## src/rtl/instr_encoder_loader.sv

```systemverilog
// instr_encoder_loader: turns RV32I field sets (I-ALU, R, Store, Load, Branch)
// into instruction words and writes them to consecutive IMEM word addresses.
// Optional feature macro: ENCODER_CHECKSUM_EN adds oChecksum, the running XOR
// of every word written in the current session.
module instr_encoder_loader #(
  parameter int ADDR_W    = 8,
  parameter int BASE_ADDR = 0
) (
  input  logic              iClk,
  input  logic              iRst_n,
  input  logic              iStart,
  input  logic              iFinish,
  input  logic              iValid,
  output logic              oReady,
  input  logic [2:0]        iType,
  input  logic [2:0]        iFunct3,
  input  logic [6:0]        iFunct7,
  input  logic [4:0]        iRd,
  input  logic [4:0]        iRs1,
  input  logic [4:0]        iRs2,
  input  logic [11:0]       iImm,
  output logic              oMemWe,
  output logic [ADDR_W-1:0] oMemAddr,
  output logic [31:0]       oMemWdata,
  output logic [ADDR_W:0]   oCount,
  output logic              oErr,
  output logic              oFull,
  output logic              oDone
`ifdef ENCODER_CHECKSUM_EN
  ,
  output logic [31:0]       oChecksum
`endif
);

  typedef enum logic [1:0] {
    S_IDLE,
    S_ACCEPT,
    S_WRITE,
    S_FULL
  } state_t;

  localparam logic [ADDR_W-1:0] PTR_BASE = ADDR_W'(BASE_ADDR);
  localparam logic [ADDR_W-1:0] PTR_LAST = '1;

  state_t            state;
  state_t            state_next;
  logic [ADDR_W-1:0] ptr;
  logic [ADDR_W:0]   count;
  logic              err;
  logic              done;
  logic [ADDR_W-1:0] mem_addr;
  logic [31:0]       mem_wdata;
  logic [31:0]       enc_word;
  logic              type_legal;

  // Build the instruction word for the presented field set; flag unknown classes
  always_comb begin
    enc_word   = '0;
    type_legal = 1'b1;
    case (iType)
      3'd0: enc_word = {iImm, iRs1, iFunct3, iRd, 7'b0010011};
      3'd1: enc_word = {iFunct7, iRs2, iRs1, iFunct3, iRd, 7'b0110011};
      3'd2: enc_word = {iImm[11:5], iRs2, iRs1, iFunct3, iImm[4:0], 7'b0100011};
      3'd3: enc_word = {iImm, iRs1, iFunct3, iRd, 7'b0000011};
      3'd4: enc_word = {iImm[11], iImm[9:4], iRs2, iRs1, iFunct3,
                        iImm[3:0], iImm[10], 7'b1100011};
      default: type_legal = 1'b0;
    endcase
  end

  // Next-state decode: iStart overrides everything, then handshake, then iFinish
  always_comb begin
    state_next = state;
    if (iStart) begin
      state_next = S_ACCEPT;
    end else begin
      case (state)
        S_ACCEPT: begin
          if (iValid) begin
            if (type_legal) state_next = S_WRITE;
          end else if (iFinish) begin
            state_next = S_IDLE;
          end
        end
        S_WRITE: state_next = (ptr == PTR_LAST) ? S_FULL : S_ACCEPT;
        default: state_next = state;
      endcase
    end
  end

  // State register with synchronous active-low reset
  always_ff @(posedge iClk) begin
    if (!iRst_n) state <= S_IDLE;
    else         state <= state_next;
  end

  // Session datapath: pointer, word count, sticky error, finish pulse and IMEM bus
  always_ff @(posedge iClk) begin
    if (!iRst_n) begin
      ptr       <= PTR_BASE;
      count     <= '0;
      err       <= 1'b0;
      done      <= 1'b0;
      mem_addr  <= '0;
      mem_wdata <= '0;
    end else begin
      done <= 1'b0;
      if (iStart) begin
        ptr   <= PTR_BASE;
        count <= '0;
        err   <= 1'b0;
      end else begin
        case (state)
          S_ACCEPT: begin
            if (iValid) begin
              if (type_legal) begin
                mem_addr  <= ptr;
                mem_wdata <= enc_word;
              end else begin
                err <= 1'b1;
              end
            end else if (iFinish) begin
              done <= 1'b1;
            end
          end
          S_WRITE: begin
            ptr   <= ptr + ADDR_W'(1);
            count <= count + (ADDR_W + 1)'(1);
          end
          default: ;
        endcase
      end
    end
  end

`ifdef ENCODER_CHECKSUM_EN
  logic [31:0] checksum;

  // Running XOR of written words, folded in as each write completes
  always_ff @(posedge iClk) begin
    if (!iRst_n)               checksum <= '0;
    else if (iStart)           checksum <= '0;
    else if (state == S_WRITE) checksum <= checksum ^ mem_wdata;
  end

  assign oChecksum = checksum;
`endif

  // Write enable is gated by reset so nothing reaches IMEM while held in reset
  assign oMemWe    = (state == S_WRITE) && iRst_n;
  assign oReady    = (state == S_ACCEPT);
  assign oFull     = (state == S_FULL);
  assign oErr      = err;
  assign oDone     = done;
  assign oCount    = count;
  assign oMemAddr  = mem_addr;
  assign oMemWdata = mem_wdata;

endmodule

```

## config.mk

```make
export PLATFORM = sky130hd
export DESIGN_NAME = instr_encoder_loader
export DESIGN_NICKNAME = d
export VERILOG_FILES = /design/src/rtl/instr_encoder_loader.sv
export SDC_FILE = /design/constraint.sdc
export NUM_CORES = 1
export LEC_CHECK = 0
export CORE_MARGIN = 2
export CORE_UTILIZATION = 46
export CTS_BUF_LIST = sky130_fd_sc_hd__clkbuf_8
export DETAILED_ROUTE_END_ITERATION = 10
export PLACE_DENSITY = 0.81
export SLEW_MARGIN = 25
export SYNTH_ARGS = -nofsm -noshare
export SYNTH_HDL_FRONTEND = slang
export SYNTH_SLANG_ARGS = --single-unit
```

## constraint.sdc

```tcl
create_clock -name iClk -period 1.7 [get_ports iClk]
set_input_delay 0.255 -clock iClk [delete_from_list [all_inputs] [get_ports iClk]]
set_output_delay 0.255 -clock iClk [all_outputs]
set_load 0.01 [all_outputs]
```

==> flow_summary.json <==
{
  "outcome": "completed",
  "htree_levels": 3,
  "clk_pin_slew_ns": 0.07,
  "period_share": 0.959,
  "post_drt_via_cell_ratio": 5.21,
  "r2r_end": "state[1]",
  "cap_violations": 0,
  "synth_seq_cells": 58,
  "gp_congestion": 0.765,
  "synth_edf_count": 0,
  "synth_area_um2": 2630,
  "reg2reg_from": "state[0]",
  "dp_cells": 484,
  "r2r_slack_ns": 0.11,
  "syn_inst": 310,
  "ys_async_sr_fraction": 0,
  "io_buffers": 96,
  "cp.arrival_ns": 1.37,
  "rsz0062_at_grt": "no",
  "critical_path_class": "reg2out",
  "io_pins": 99,
  "grt_pass1_vias": 2511,
  "pre_cts_slack_ns": -0.154,
  "yosysMostFrequentCell": "dfxtp_1",
  "crit_fanout": 5,
  "drc": 0,
  "clock_sinks": 58,
  "layout-drive-gt1-share": 0.117,
  "hold_class": "reg2reg",
  "initial_core_util": 0.477,
  "startpoint_type": "register",
  "hpwlAfterDp_mm": 5.10,
  "antenna_found_initial": 0,
  "die_w_um": 79.6,
  "max_slew.worst_pin.slew_ns": 0.504,
  "yosysWarnings": 0,
  "postRouteAntennaNets": 0,
  "die_h_um": 79.6,
  "cts_hold_buf": 0,
  "synth_area_leaders": "dfxtp_1, nand2_1, a21oi_1, mux2i_1, nor2_1",
  "skew_ns": 0.00739,
  "grt_pass1_wl_mm": 11.3,
  "drt_iter0_drc": 107,
  "insertion_delay_ns": 0.33,
  "seq_area_frac_synth": 0.442,
  "overflow": 0,
  "power_density_nw_per_um2": 800,
  "num_rows": 27,
  "max_freq_mhz": 614,
  "hold_violations": 0,
  "finalPower_mw": 3.20,
  "synth_ff_type": "dfxtp_1",
  "worstPathRequired_ns": 1.44,
  "power.leakage_nw": 1.54,
  "whs_path_depth": 2,
  "clock_path_buffers": 2,
  "min_from": "oMemAddr[2]",
  "maxSlewViolCount": 0,
  "synth.avg_cell_area_um2": 8.48,
  "n_antenna_cell": 0,
  "nets": 473,
  "r2r_cells": 7,
  "stdcell_count": 500,
  "drt_pass1_iterations": 4,
  "setup_viol": 0,
  "gr-usage-all-layers": 0.228,
  "yosys.area.top_type": "dfxtp_1",
  "die-area_um2": 6340,
  "min_to": "oMemAddr[2]",
  "root_buffer": "clkbuf_8",
  "grt_max_degree": 31,
  "routed_wl_mm": 7.02,
  "stdcell_area_um2": 4000,
  "core_um2": 5510,
  "syn_to_final_growth_pct": 52.2,
  "numCtsBuffers": 9,
  "min_period_ns": 1.63,
  "ir_worst_vdd_v": 0.000472,
  "max_slew_margin": 0.664,
  "tns_ns": 0,
  "setup_slack_ns": 0.0704,
  "crit_path_end_kind": "output pin",
  "synthTopCellsByCount": "dfxtp_1, nand2_1, a21oi_1",
  "vias": 2605,
  "yosysUniqueCellTypes": 42,
  "place_area_um2": 3780,
  "synth_top_area_frac": 0.442,
  "cts_tree": "yes",
  "wire_per_inst_um": 14.0
}
through the flow:
stage                util  hold WS [ns]
finish              0.727         0.456
global route        0.727         0.469
CTS                 0.726         0.454
detailed placement  0.687         0.448
global placement    0.687         0.443
floorplan               -         0.381
per-layer routing:
layer  vias to the layer above  track usage  wire (um)
met5                         -            0          0
met4                         0       0.0828        112
met3                        10       0.0679        407
met2                        82        0.411       3620
met1                      1210        0.252       2870
li1                       1303            -          -
registers in the layout (all words and copies together), names as in the netlist:
signal / count
state: 2
ptr: 8
oDone: 1
oMemWdata: 29
oCount: 9
oMemAddr: 8
oErr: 1
repair_timing:
action                                 in CTS  in global routing
gates cloned                                0                  0
setup buffers                               0                  0
gates resized for setup                     4                  1
setup endpoints to repair                   3                  3
endpoints found under the hold margin       0                  0
pin swaps                                   0                  0
worst max-delay path by stage:
stage	start	endpoint	slack, ns	cells after the start
after floorplan	state[0]	oMemWdata[10]	0.12	6
after global placement	iType[1]	state[1]	-0.06	6
after detailed placement	iType[1]	oMemWdata[27]	-0.15	6
after CTS	state[0]	oFull	0.05	2
after global routing	state[0]	state[1]	0.01	7
final	state[0]	oFull	0.07	2
cell usage in the layout (no fill, tap or decap), types with 6 or more instances in the layout:
cell              n
buf_4            27
a22oi_1           6
xor2_1            8
mux2i_1           8
clkdlybuf4s50_1  94
dfxtp_1          56
a21oi_1          33
o21ai_0          15
clkbuf_8         12
inv_1            13
nand2_1          47
nor2_1           21
a22o_1            6
cells by family (layout without fill, tap and decap cells):
family                   count (synthesis)  in the layout  synth area share
AO/OA/AOI/OAI                           89             89             0.218
other                                    1              2           0.00143
flip-flops                              58             58             0.442
AND/OR/NAND/NOR                        100            100             0.177
adder cells (fa/ha/maj)                  5              5            0.0238
multiplexers                             8              8            0.0305
XOR/XNOR                                13             13            0.0433
buffers and inverters                   36            153            0.0647
layout make-up:
cell class,count,area [um2]
Tap cell,72,90.1
Clock inverter,4,48.8
Timing Repair Buffer,124,1180
Multi-Input combinational cell,217,1300
Fill cell,446,1510
Clock buffer,12,165
Sequential cell,58,1160
Inverter,13,48.8
critical path: stages, from the launching register on:
cell             delay (ns)
dfxtp_2                0.37
ha_1                   0.15
clkdlybuf4s50_1        0.53
power by group:
group	switching, mW	internal [mW]
sequential	0.0192	1.39
clock	0.561	0.795
combinational	0.189	0.249
total	0.769	2.43
(Power assumes the default switching activity.)
